==> config.mk <==
export PLATFORM = sky130hd
export DESIGN_NAME = pipeline_ctrl_flat
export DESIGN_NICKNAME = d
export VERILOG_FILES = /design/src/rtl/pipeline_ctrl_if.sv /design/src/rtl/pipeline_ctrl.sv /design/src/flat_wrapper.sv
export SDC_FILE = /design/constraint.sdc
export NUM_CORES = 1
export LEC_CHECK = 0
export BUFFER_PORTS_ARGS = -buffer_cell sky130_fd_sc_hd__buf_2
export CORE_ASPECT_RATIO = 0.8
export CORE_MARGIN = 5
export CORE_UTILIZATION = 55
export CTS_CLUSTER_DIAMETER = 60
export DETAILED_ROUTE_END_ITERATION = 6
export PLACE_DENSITY = 0.89
export SYNTH_ARGS = -nofsm -noshare
export SYNTH_HDL_FRONTEND = slang
export SYNTH_SLANG_ARGS = --single-unit
==> constraint.sdc <==
create_clock -name Clock -period 3.3 [get_ports Clock]
set_input_delay 0.165 -clock Clock [delete_from_list [all_inputs] [get_ports Clock]]
set_output_delay 0.165 -clock Clock [all_outputs]
set_load 0.01 [all_outputs]
==> src/rtl/pipeline_ctrl_if.sv <==
// -----------------------------------------------------------------------------
// pipeline_ctrl_if
//
// Bundle between the pipeline datapath / branch unit and the central
// stall/flush sequencer (pipeline_ctrl).
//
//   Requests (datapath -> controller)
//     hold_req        branch unit asks for a DEC hold (JAL/JALR/predicted-taken)
//     flush_req       branch unit resolved a mispredict/JALR in EXE
//     flush_target    PC to load when flush_req is honoured
//     load_use        load-use hazard detected in DEC
//     mem_busy        data memory not ready this cycle
//
//   Controls (controller -> datapath)
//     pc_en           PC register enable
//     pc_load         load PC from pc_target instead of incrementing
//     pc_target       redirect PC (holds last loaded value)
//     if_dec_en       IF/DEC pipe-register enable
//     dec_exe_en      DEC/EXE pipe-register enable
//     exe_mem_en      EXE/MEM pipe-register enable
//     if_dec_bubble   write a NOP into IF/DEC on the next edge
//     dec_exe_bubble  write a NOP into DEC/EXE on the next edge
//     mem_fault       sticky data-memory timeout indication
//     ctrl_state      current sequencer state (debug)
//
// Modports: master = datapath/branch-unit side, slave = controller side.
// -----------------------------------------------------------------------------
interface pipeline_ctrl_if;
    logic        hold_req;
    logic        flush_req;
    logic [31:0] flush_target;
    logic        load_use;
    logic        mem_busy;

    logic        pc_en;
    logic        pc_load;
    logic [31:0] pc_target;
    logic        if_dec_en;
    logic        dec_exe_en;
    logic        exe_mem_en;
    logic        if_dec_bubble;
    logic        dec_exe_bubble;
    logic        mem_fault;
    logic [2:0]  ctrl_state;

    modport master (
        output hold_req,
        output flush_req,
        output flush_target,
        output load_use,
        output mem_busy,
        input  pc_en,
        input  pc_load,
        input  pc_target,
        input  if_dec_en,
        input  dec_exe_en,
        input  exe_mem_en,
        input  if_dec_bubble,
        input  dec_exe_bubble,
        input  mem_fault,
        input  ctrl_state
    );

    modport slave (
        input  hold_req,
        input  flush_req,
        input  flush_target,
        input  load_use,
        input  mem_busy,
        output pc_en,
        output pc_load,
        output pc_target,
        output if_dec_en,
        output dec_exe_en,
        output exe_mem_en,
        output if_dec_bubble,
        output dec_exe_bubble,
        output mem_fault,
        output ctrl_state
    );
endinterface

==> src/rtl/pipeline_ctrl.sv <==
// -----------------------------------------------------------------------------
// pipeline_ctrl
//
// Central stall/flush sequencer for the IF/DEC/EXE/MEM pipeline. Merges the
// branch-unit requests (hold, flush/redirect), load-use hazards and data
// memory wait into per-stage register enables, bubble injects and the PC load.
//
// Parameters
//   STALL_CYCLES  cycles DEC stays frozen per hold/load-use request (1..15)
//   MEM_TIMEOUT   consecutive MEM_WAIT busy cycles before a fault (1..255)
//   CNT_W         performance counter width (only with PIPE_PERF_CNT_EN)
//
// Ports
//   Clock         core clock, rising edge
//   nReset        asynchronous active-low reset
//   ctrl          pipeline_ctrl_if.slave: requests in, pipeline controls out
//   stall_cnt     cycles spent in STALL          (PIPE_PERF_CNT_EN only)
//   flush_cnt     flush events (PC redirects)    (PIPE_PERF_CNT_EN only)
//   memwait_cnt   cycles spent in MEM_WAIT       (PIPE_PERF_CNT_EN only)
//
// Optional feature macro: PIPE_PERF_CNT_EN adds the three wrapping counters.
//
// Request priority each cycle: mem_busy > flush_req > (hold_req | load_use).
// Flush and memory-wait effects are applied in the same cycle the request is
// seen; a hold/load-use request takes effect from the following cycle, when
// the STALL state drives the frozen-front-end controls.
// -----------------------------------------------------------------------------
module pipeline_ctrl #(
    parameter int STALL_CYCLES = 1,
    parameter int MEM_TIMEOUT  = 255,
    parameter int CNT_W        = 32
) (
    input  logic            Clock,
    input  logic            nReset,
    pipeline_ctrl_if.slave  ctrl
`ifdef PIPE_PERF_CNT_EN
    ,
    output logic [CNT_W-1:0] stall_cnt,
    output logic [CNT_W-1:0] flush_cnt,
    output logic [CNT_W-1:0] memwait_cnt
`endif
);

    localparam logic [2:0] BOOT     = 3'd0;
    localparam logic [2:0] RUN      = 3'd1;
    localparam logic [2:0] STALL    = 3'd2;
    localparam logic [2:0] FLUSH    = 3'd3;
    localparam logic [2:0] MEM_WAIT = 3'd4;
    localparam logic [2:0] FAULT    = 3'd5;

    // STALL is left when the down-counter is already 0, so loading N-1 gives
    // exactly N cycles in STALL.
    localparam logic [3:0] STALL_LOAD  = 4'(STALL_CYCLES - 1);
    localparam logic [7:0] TIMEOUT_VAL = 8'(MEM_TIMEOUT);

    // Out-of-range configurations are rejected at elaboration.
    if (STALL_CYCLES < 1 || STALL_CYCLES > 15 ||
        MEM_TIMEOUT < 1 || MEM_TIMEOUT > 255 || CNT_W < 1) begin : gBadParams
        $error("pipeline_ctrl: parameter out of range");
    end

    // ------------------------------------------------------------------
    // State
    // ------------------------------------------------------------------
    logic [2:0]  stateReg,      stateNext;
    logic [3:0]  stallCntReg,   stallCntNext;
    logic [7:0]  waitCntReg,    waitCntNext;
    logic        pendFlushReg,  pendFlushNext;
    logic [31:0] pendTargetReg, pendTargetNext;
    logic        pendStallReg,  pendStallNext;
    logic        faultReg,      faultNext;
    logic [31:0] pcTargetReg;

    // Combinational pipeline controls
    logic        pcEn;
    logic        pcLoad;
    logic [31:0] loadTarget;
    logic        ifDecEn;
    logic        decExeEn;
    logic        exeMemEn;
    logic        ifDecBubble;
    logic        decExeBubble;

    logic        holdAny;
    logic        flushNow;

    assign holdAny = ctrl.hold_req | ctrl.load_use;

    // A flush latched during the memory wait is replayed on the first
    // not-busy cycle of MEM_WAIT; a live flush_req in that cycle supersedes it.
    assign flushNow = ctrl.flush_req | ((stateReg == MEM_WAIT) & pendFlushReg);

    always_comb begin
        stateNext      = stateReg;
        stallCntNext   = stallCntReg;
        waitCntNext    = waitCntReg;
        pendFlushNext  = pendFlushReg;
        pendTargetNext = pendTargetReg;
        pendStallNext  = pendStallReg;
        faultNext      = faultReg;

        pcEn         = 1'b0;
        pcLoad       = 1'b0;
        loadTarget   = pcTargetReg;
        ifDecEn      = 1'b0;
        decExeEn     = 1'b0;
        exeMemEn     = 1'b0;
        ifDecBubble  = 1'b0;
        decExeBubble = 1'b0;

        case (stateReg)
            BOOT: begin
                // One quiet cycle after reset before the pipeline runs.
                stateNext = RUN;
            end

            RUN, STALL, FLUSH, MEM_WAIT: begin
                if (ctrl.mem_busy) begin
                    // Whole pipeline frozen, no bubbles. A redirect seen while
                    // frozen must not be lost: remember the newest one.
                    if (ctrl.flush_req) begin
                        pendFlushNext  = 1'b1;
                        pendTargetNext = ctrl.flush_target;
                    end
                    if (stateReg == MEM_WAIT) begin
                        waitCntNext = waitCntReg + 8'd1;
                        if (waitCntNext == TIMEOUT_VAL) begin
                            stateNext = FAULT;
                            faultNext = 1'b1;
                        end
                    end else begin
                        // Interrupted STALL is re-run in full afterwards,
                        // since DEC contents were not advanced meanwhile.
                        waitCntNext   = '0;
                        pendStallNext = (stateReg == STALL);
                        stateNext     = MEM_WAIT;
                    end
                end else begin
                    // Pending bookkeeping is consumed on MEM_WAIT exit.
                    if (stateReg == MEM_WAIT) begin
                        pendFlushNext = 1'b0;
                        pendStallNext = 1'b0;
                        waitCntNext   = '0;
                    end

                    if (flushNow) begin
                        // Redirect: squash IF/DEC and DEC/EXE, let the
                        // resolving instruction move on into MEM.
                        pcEn         = 1'b1;
                        pcLoad       = 1'b1;
                        loadTarget   = ctrl.flush_req ? ctrl.flush_target
                                                      : pendTargetReg;
                        ifDecEn      = 1'b1;
                        decExeEn     = 1'b1;
                        exeMemEn     = 1'b1;
                        ifDecBubble  = 1'b1;
                        decExeBubble = 1'b1;
                        stateNext    = FLUSH;
                    end else if (stateReg == STALL) begin
                        // Front end frozen, NOP fed into EXE. New requests
                        // arriving here do not extend the stall.
                        decExeEn     = 1'b1;
                        exeMemEn     = 1'b1;
                        decExeBubble = 1'b1;
                        if (stallCntReg == 4'd0) begin
                            stateNext = RUN;
                        end else begin
                            stallCntNext = stallCntReg - 4'd1;
                        end
                    end else begin
                        pcEn     = 1'b1;
                        ifDecEn  = 1'b1;
                        decExeEn = 1'b1;
                        exeMemEn = 1'b1;
                        // In FLUSH the DEC instruction is wrong-path, so its
                        // hazards are ignored.
                        if ((stateReg != FLUSH && holdAny) ||
                            (stateReg == MEM_WAIT && pendStallReg)) begin
                            stateNext    = STALL;
                            stallCntNext = STALL_LOAD;
                        end else begin
                            stateNext = RUN;
                        end
                    end
                end
            end

            FAULT: begin
                // Terminal until reset; all controls stay low.
                stateNext = FAULT;
            end

            default: begin
                stateNext = BOOT;
            end
        endcase
    end

    always_ff @(posedge Clock or negedge nReset) begin
        if (!nReset) begin
            stateReg      <= BOOT;
            stallCntReg   <= '0;
            waitCntReg    <= '0;
            pendFlushReg  <= 1'b0;
            pendTargetReg <= '0;
            pendStallReg  <= 1'b0;
            faultReg      <= 1'b0;
            pcTargetReg   <= '0;
        end else begin
            stateReg      <= stateNext;
            stallCntReg   <= stallCntNext;
            waitCntReg    <= waitCntNext;
            pendFlushReg  <= pendFlushNext;
            pendTargetReg <= pendTargetNext;
            pendStallReg  <= pendStallNext;
            faultReg      <= faultNext;
            pcTargetReg   <= loadTarget;
        end
    end

    assign ctrl.pc_en          = pcEn;
    assign ctrl.pc_load        = pcLoad;
    assign ctrl.pc_target      = loadTarget;
    assign ctrl.if_dec_en      = ifDecEn;
    assign ctrl.dec_exe_en     = decExeEn;
    assign ctrl.exe_mem_en     = exeMemEn;
    assign ctrl.if_dec_bubble  = ifDecBubble;
    assign ctrl.dec_exe_bubble = decExeBubble;
    assign ctrl.mem_fault      = faultReg;
    assign ctrl.ctrl_state     = stateReg;

`ifdef PIPE_PERF_CNT_EN
    // ------------------------------------------------------------------
    // Performance counters (free-running, wrap at 2^CNT_W)
    // ------------------------------------------------------------------
    logic [CNT_W-1:0] stallCountReg;
    logic [CNT_W-1:0] flushCountReg;
    logic [CNT_W-1:0] memWaitCountReg;

    always_ff @(posedge Clock or negedge nReset) begin
        if (!nReset) begin
            stallCountReg   <= '0;
            flushCountReg   <= '0;
            memWaitCountReg <= '0;
        end else begin
            if (stateReg == STALL) begin
                stallCountReg <= stallCountReg + 1'b1;
            end
            if (pcLoad) begin
                flushCountReg <= flushCountReg + 1'b1;
            end
            if (stateReg == MEM_WAIT) begin
                memWaitCountReg <= memWaitCountReg + 1'b1;
            end
        end
    end

    assign stall_cnt   = stallCountReg;
    assign flush_cnt   = flushCountReg;
    assign memwait_cnt = memWaitCountReg;
`endif

endmodule
==> src/flat_wrapper.sv <==
// flat-port wrapper written by rule: the top's interface ports become plain ports
module pipeline_ctrl_flat 
#(
    parameter int STALL_CYCLES = 1,
    parameter int MEM_TIMEOUT  = 255,
    parameter int CNT_W        = 32
)
  (Clock, nReset, ctrl_hold_req, ctrl_flush_req, ctrl_flush_target, ctrl_load_use, ctrl_mem_busy, ctrl_pc_en, ctrl_pc_load, ctrl_pc_target, ctrl_if_dec_en, ctrl_dec_exe_en, ctrl_exe_mem_en, ctrl_if_dec_bubble, ctrl_dec_exe_bubble, ctrl_mem_fault, ctrl_ctrl_state);
  pipeline_ctrl_if ctrl_i ();
  input  logic Clock;
  input  logic nReset;
  input wire logic [$bits(ctrl_i.hold_req)-1:0] ctrl_hold_req;
  input wire logic [$bits(ctrl_i.flush_req)-1:0] ctrl_flush_req;
  input wire logic [$bits(ctrl_i.flush_target)-1:0] ctrl_flush_target;
  input wire logic [$bits(ctrl_i.load_use)-1:0] ctrl_load_use;
  input wire logic [$bits(ctrl_i.mem_busy)-1:0] ctrl_mem_busy;
  output wire logic [$bits(ctrl_i.pc_en)-1:0] ctrl_pc_en;
  output wire logic [$bits(ctrl_i.pc_load)-1:0] ctrl_pc_load;
  output wire logic [$bits(ctrl_i.pc_target)-1:0] ctrl_pc_target;
  output wire logic [$bits(ctrl_i.if_dec_en)-1:0] ctrl_if_dec_en;
  output wire logic [$bits(ctrl_i.dec_exe_en)-1:0] ctrl_dec_exe_en;
  output wire logic [$bits(ctrl_i.exe_mem_en)-1:0] ctrl_exe_mem_en;
  output wire logic [$bits(ctrl_i.if_dec_bubble)-1:0] ctrl_if_dec_bubble;
  output wire logic [$bits(ctrl_i.dec_exe_bubble)-1:0] ctrl_dec_exe_bubble;
  output wire logic [$bits(ctrl_i.mem_fault)-1:0] ctrl_mem_fault;
  output wire logic [$bits(ctrl_i.ctrl_state)-1:0] ctrl_ctrl_state;
  assign ctrl_i.hold_req = ctrl_hold_req;
  assign ctrl_i.flush_req = ctrl_flush_req;
  assign ctrl_i.flush_target = ctrl_flush_target;
  assign ctrl_i.load_use = ctrl_load_use;
  assign ctrl_i.mem_busy = ctrl_mem_busy;
  assign ctrl_pc_en = ctrl_i.pc_en;
  assign ctrl_pc_load = ctrl_i.pc_load;
  assign ctrl_pc_target = ctrl_i.pc_target;
  assign ctrl_if_dec_en = ctrl_i.if_dec_en;
  assign ctrl_dec_exe_en = ctrl_i.dec_exe_en;
  assign ctrl_exe_mem_en = ctrl_i.exe_mem_en;
  assign ctrl_if_dec_bubble = ctrl_i.if_dec_bubble;
  assign ctrl_dec_exe_bubble = ctrl_i.dec_exe_bubble;
  assign ctrl_mem_fault = ctrl_i.mem_fault;
  assign ctrl_ctrl_state = ctrl_i.ctrl_state;
  pipeline_ctrl #(.STALL_CYCLES(STALL_CYCLES), .MEM_TIMEOUT(MEM_TIMEOUT), .CNT_W(CNT_W)) u_core (.Clock(Clock), .nReset(nReset), .ctrl(ctrl_i));
endmodule
* After elaboration in Yosys (flattened, before gate mapping)
Cells that the tools add are included.
** Word-level totals
- Register bits :: 82
- Bits of input ports :: 38
- Output and inout bits :: 43
- Logic and storage cells :: 78
** Cells by class
- Add/subtract/negate cells :: 2
- Eq/ne operators :: 12
- Muxes and demuxes :: 36
- Bitwise operators :: 5
- Reduce and logical (&&, ||, !) cells :: 15
** Operators with widths (number)
- 32-bit 2-to-1 mux :: 4
- 8-bit 2-to-1 mux :: 3
- 1-bit 2-to-1 mux :: 18
- 3-bit 2-to-1 mux :: 6
- 4-bit 2-to-1 mux :: 3
- 3-bit case mux with 3 select lines :: 1
- 8-bit by 1-bit adder with 8-bit output (second input constant) :: 1
- 8-bit == test (second input constant) :: 1
- 3-bit by 2-bit == test with 1-bit output (second input constant) :: 2
- 3-bit == test (second input constant) :: 2
- 2-bit inequality test (second input constant) :: 3
- 2-bit AND reduction :: 3
- 3-bit AND reduction :: 2
- 5-bit by 4-bit inequality test with 1-bit output (second input constant) :: 1
- 5-bit AND reduction :: 1
- 4-bit zero test :: 1
- 4-bit by 3-bit inequality test with 1-bit output (second input constant) :: 1
- 4-bit AND reduction :: 1
- 2-bit nonzero test :: 2
- 4-bit OR reduction :: 1
- 4-bit by 1-bit subtractor with 4-bit output (second input constant) :: 1
- 3-bit by 1-bit == test with 1-bit output (second input constant) :: 1
- 3-bit zero test :: 1
- 3-bit by 2-bit inequality test with 1-bit output (second input constant) :: 1
- other kinds (6) :: 9

* Logic depth before layout (Yosys ltp)
- Word-level depth :: 8
- Gate-level depth with buffers :: 8

* Worst setup path before layout
OpenSTA, ideal clock, no wires.
- Kind :: register to register
- Start point :: reg u_core.stateReg[0], in the netlist u_core.ctrl.ctrl_state[0]
- End point :: reg u_core.waitCntReg[2]
- Library setup time :: 0.121 ns
- Data arrival time :: 2.245 ns
- Required time :: 3.179 ns
- Path slack :: 0.934 ns
- Cell stages (with the launch flop) :: 9
- Path buffers :: 3
- Path through :: dfrtp_1 -> buf_6 -> or3b_2 -> clkbuf_1 -> ha_1 -> or3_1 -> clkbuf_2 -> o21bai_1 -> a22o_1
** Between the ends
- Cells in the longest elaborated chain, start to end :: 3
** Ends and longest elaborated chain
- from (decl) :: RTL line pipeline_ctrl.sv:65 : logic [2:0] stateReg, stateNext;
- from (signal assigned) :: RTL line pipeline_ctrl.sv:210 : stateReg <= stateNext;
- 3-bit by 1-bit == test with 1-bit output, or another cell as far along :: RTL line pipeline_ctrl.sv:111 : case (stateReg)
- 4-bit OR reduction, or another cell as far along :: RTL line pipeline_ctrl.sv:111
- 2-bit AND reduction (no source line) or 8-bit 2-to-1 mux (tied branches)
- to (signal assigned) :: RTL line pipeline_ctrl.sv:212 : waitCntReg <= waitCntNext;
- to (decl) :: RTL line pipeline_ctrl.sv:67 : logic [7:0] waitCntReg, waitCntNext;
Several ways; a longest one is shown, not always the timed one.
A chain may end at the register's enable or synchronous reset.

* Final worst setup path
- Start point :: reg u_core.stateReg[2], in the netlist u_core.ctrl.ctrl_state[2]
- End point :: out ctrl_pc_target[12]
** Between the ends
- Cells in the longest elaborated chain, start to end :: 6
** Ends and longest elaborated chain
- 3-bit == test :: RTL line pipeline_ctrl.sv:91, pipeline_ctrl.sv:111
- 1-bit bitwise AND :: RTL line pipeline_ctrl.sv:91 : assign flushNow = ctrl.flush_req | ((stateReg == MEM_WAIT) & pendFlushReg);
- 1-bit bitwise OR :: RTL line pipeline_ctrl.sv:91
- 32-bit 2-to-1 mux :: RTL line pipeline_ctrl.sv:146 : if (flushNow) begin
- 32-bit 2-to-1 mux :: RTL line pipeline_ctrl.sv:118 : if (ctrl.mem_busy) begin
- 32-bit 2-to-1 mux * :: RTL line pipeline_ctrl.sv:111
- to (decl) :: RTL line flat_wrapper.sv:19 : output wire logic [$bits(ctrl_i.pc_target)-1:0] ctrl_pc_target;
Every way passes the cells marked *; elsewhere a longest branch is shown, timed or not.

==> results.toml <==
[synth]
synthTopCellsByArea = "dfrtp_1 52%, mux2_2 8.3%, mux2i_1 8.2%"
synth_most_common_cell = "dfrtp_1"
ys.warnings.count = 0
avgSynthCellArea_um2 = 11.1
synthArstFlopShare_pct = 100
syn_nets = 396
syn-cell-area_um2 = 3920
synth_edf_count = 0
synth_cell_type_count = 53
dominantRegCellSynth = "dfrtp_1"
synth.ff_latch_count = 82
postSynthCellCount = 353
synth_commonest_cells = "82 x dfrtp_1, 43 x nor2_1, 37 x a21oi_1"
synth_seq_area_share_pct = 52.4
synth_top_area_share_pct = 52.4
synth_area_leader_cell = "dfrtp_1"

[sta]
final.hold.worst_slack_ps = -23.2
worst_slew_margin_rel_pct = 32.3
final.period_utilization_pct = 78.6
finalClockSkew_ps = 9.84
hold_viol = 42
timing_worst_slew_pin_value_ps = 1020
final_period_minus_worst_setup_slack_ps = 2590
final-setup-viol-count = 0
setup_repair_after_global_routing_missed_its_margin = "false"
setup_ws_ps = 707
final.setup.tns_ps = 0
max_clock_freq_mhz = 386
slew_viol_final = 0

[power_and_ir_drop]
pwr-share-clk_pct = 18.7
power-per-cell-area_nw_per_um2 = 898
worst_voltage_drop_across_the_vdd_grid_mv = 0.463
pwr-share-seq_pct = 41.4
combinationalPowerShare_pct = 39.9
internal_power_mw = 2.53
p_sw_mw = 1.55
power.leakage_nw = 2.10
sw_frac_of_total_pct = 38.0

[clock_tree]
cts_tree = "built"
clockBufferDepth = 2
cts.clk_slew.worst_paths_ps = 90
number_of_buffers_inserted_during_clock_tree_synthesis = 9
cts_max_level = 3
cts_resized = 0
worst_skew_late_latency_ps = 360
post_cts_buffers = 0
holdBufCountCts = 0
clockRootBuffer = "clkbuf_8"
cts_sinks = 82

[floorplanning]
dieWidth_um = 104
io_pins = 81
die_y_um = 85.5
core-area_um2 = 6890
initial_core_util_pct = 56.8
placement_rows = 27
fp.dieArea_um2 = 8920

[worst_hold_path]
worst_hold_path_type = "input pin to async pin"

[global_route]
groute.usage.overall_pct = 19.0
global_route.overflow_total = 0
grt_first_pass_wirelength_um = 13900
largest_net_degree_at_the_start_of_global_routing = 83
antenna_found_initial = 0
grt_pass1_vias = 2961

[worst_setup_path]
crit_path_start_kind = "flip-flop"
worst_setup_path_end_kind = "output pin"
worstRegToRegCells = 5
cp.required_ps = 3130
critical_path_arrival_ps = 2430
worst-path-max-fanout = 36
criticalPathCategory = "flip-flop to output pin"

[placement]
dpl_cell_area_um2 = 4350
placedCellCount = 500
io_buffers = 80
dpl.hpwl_um = 5810
globalplace.congestion = 0.902
placement.setup.worst_slack_ps = 758

[cells_and_area]
syn_to_final_growth_pct = 16.3
fraction_of_final_layout_cells_sized_beyond_drive_strength_1_pct = 32.6
final_core_utilization_pct = 66.1
num_antenna_cells = 0
final_net_count = 467
multi_input_gate_area_in_the_final_layout_um2 = 1720
fillerInstances = 554
layout.cell_area.non_filler_um2 = 4550
final_standard_cell_count_with_taps_included_and_fillers_excluded = 516
sequential_cell_area_um2 = 2050

[routing]
drt_wl_total_um = 8350
dr.pass1.iters = 4
drtIter0Drc = 107
detail-route-antenna-nets = 0
post_drt_wl_per_cell_um = 16.2
route.vias.total = 2916
detail_route.drc_violations = 0
drt-vias-per-instance = 5.65

[job]
max-cap-violations = 0

[outcome]
status = "complete, but fails checks"
violations = "negative hold slack"
## registers in the layout, indices dropped and copies added (netlist names)
register and count:
u_core.pendStallReg 1, u_core.waitCntReg 8, u_core.ctrl.mem_fault 1, u_core.ctrl.ctrl_state 3
u_core.pendFlushReg 1, u_core.pcTargetReg 32, u_core.stallCntReg 4, u_core.pendTargetReg 32
## path summary, 6_finish.rpt
kind,slack (ps),endpoint,from
worst max-delay path,710,ctrl_pc_target[12],u_core.ctrl.ctrl_state[2]
worst min-delay path,-20,u_core.pcTargetReg[0],nReset
worst max register to register,730,u_core.waitCntReg[2],u_core.ctrl.ctrl_state[2]
worst min register to register,480,u_core.ctrl.mem_fault,u_core.ctrl.mem_fault
max in group asynchronous,2680,u_core.pcTargetReg[18],nReset
min in group Clock,50,u_core.pendTargetReg[10],ctrl_flush_target[10]
## cell usage in the layout, fill, tap and decap left out, types with 2 or more instances in the layout
master,synthesis,final
nand3_1,3,3
dfrtp_1,82,82
buf_4,6,4
a21oi_1,37,37
inv_1,6,6
o21a_1,2,2
or3b_2,2,2
nor2b_1,2,2
inv_6,0,3
nor3_1,4,4
a22o_1,2,2
o21ai_0,17,17
clkbuf_8,0,9
nand3b_1,2,2
mux2i_1,32,32
mux2_1,3,3
nand4_1,2,2
mux2_2,29,29
and4_1,2,2
or3_1,4,4
a211oi_1,3,3
ha_1,5,5
nor2_1,43,43
o21bai_1,3,3
and3_1,3,3
buf_2,6,79
o31ai_1,2,2
nand4bb_1,2,2
nand2b_1,4,4
nand2_1,12,12
## through the flow
| stage | hold WS [ps] | power, mW |
|---|---|---|
| after CTS | 15.9 | 4.12 |
| after detailed placement | 401 | 3.35 |
| after global routing | 27.6 | 4.38 |
| after global placement | 387 | 3.25 |
| after floorplan | -131 | 2.79 |
| final | -23.2 | 4.09 |
## per-layer routing
metal | routed length, um | track usage [%]
met4 | 149 | 7.29
met2 | 4050 | 31.4
met1 | 3640 | 24.6
met3 | 515 | 4.11
met5 | 0 | 0
## cell type report
type                    count  area share (%)
clock buffers               9            2.72
clock inverters             7            1.84
inverters                   6           0.495
multi-input cells         241            37.7
flip-flops and latches     82            45.1
well taps                  87            2.39
repair buffers             84            9.78
## worst max-delay path, cell delays in order, from the launching register on
cell,delay (ps)
dfrtp_1,690
nor3_1,190
o32ai_4,290
buf_4,390
nor2_1,70
a21oi_1,240
buf_2,190
## logic make-up after synthesis
group	synth area share (%)
buffers and inverters	4.06
flip-flops	52.4
multiplexers	17.4
AO/OA/AOI/OAI	11.9
adder cells (fa/ha/maj)	1.60
AND/OR/NAND/NOR	12.3
XOR/XNOR	0.447
## power by group through the flow
stage	sequential, mW	clock (mW)	combinational [mW]
floorplan	1.60	0	1.19
global placement	1.67	0	1.58
detailed placement	1.71	0	1.64
CTS	1.69	0.782	1.65
global route	1.75	0.832	1.80
finish	1.69	0.766	1.63
Note: power is estimated with default switching activity, not from simulation.
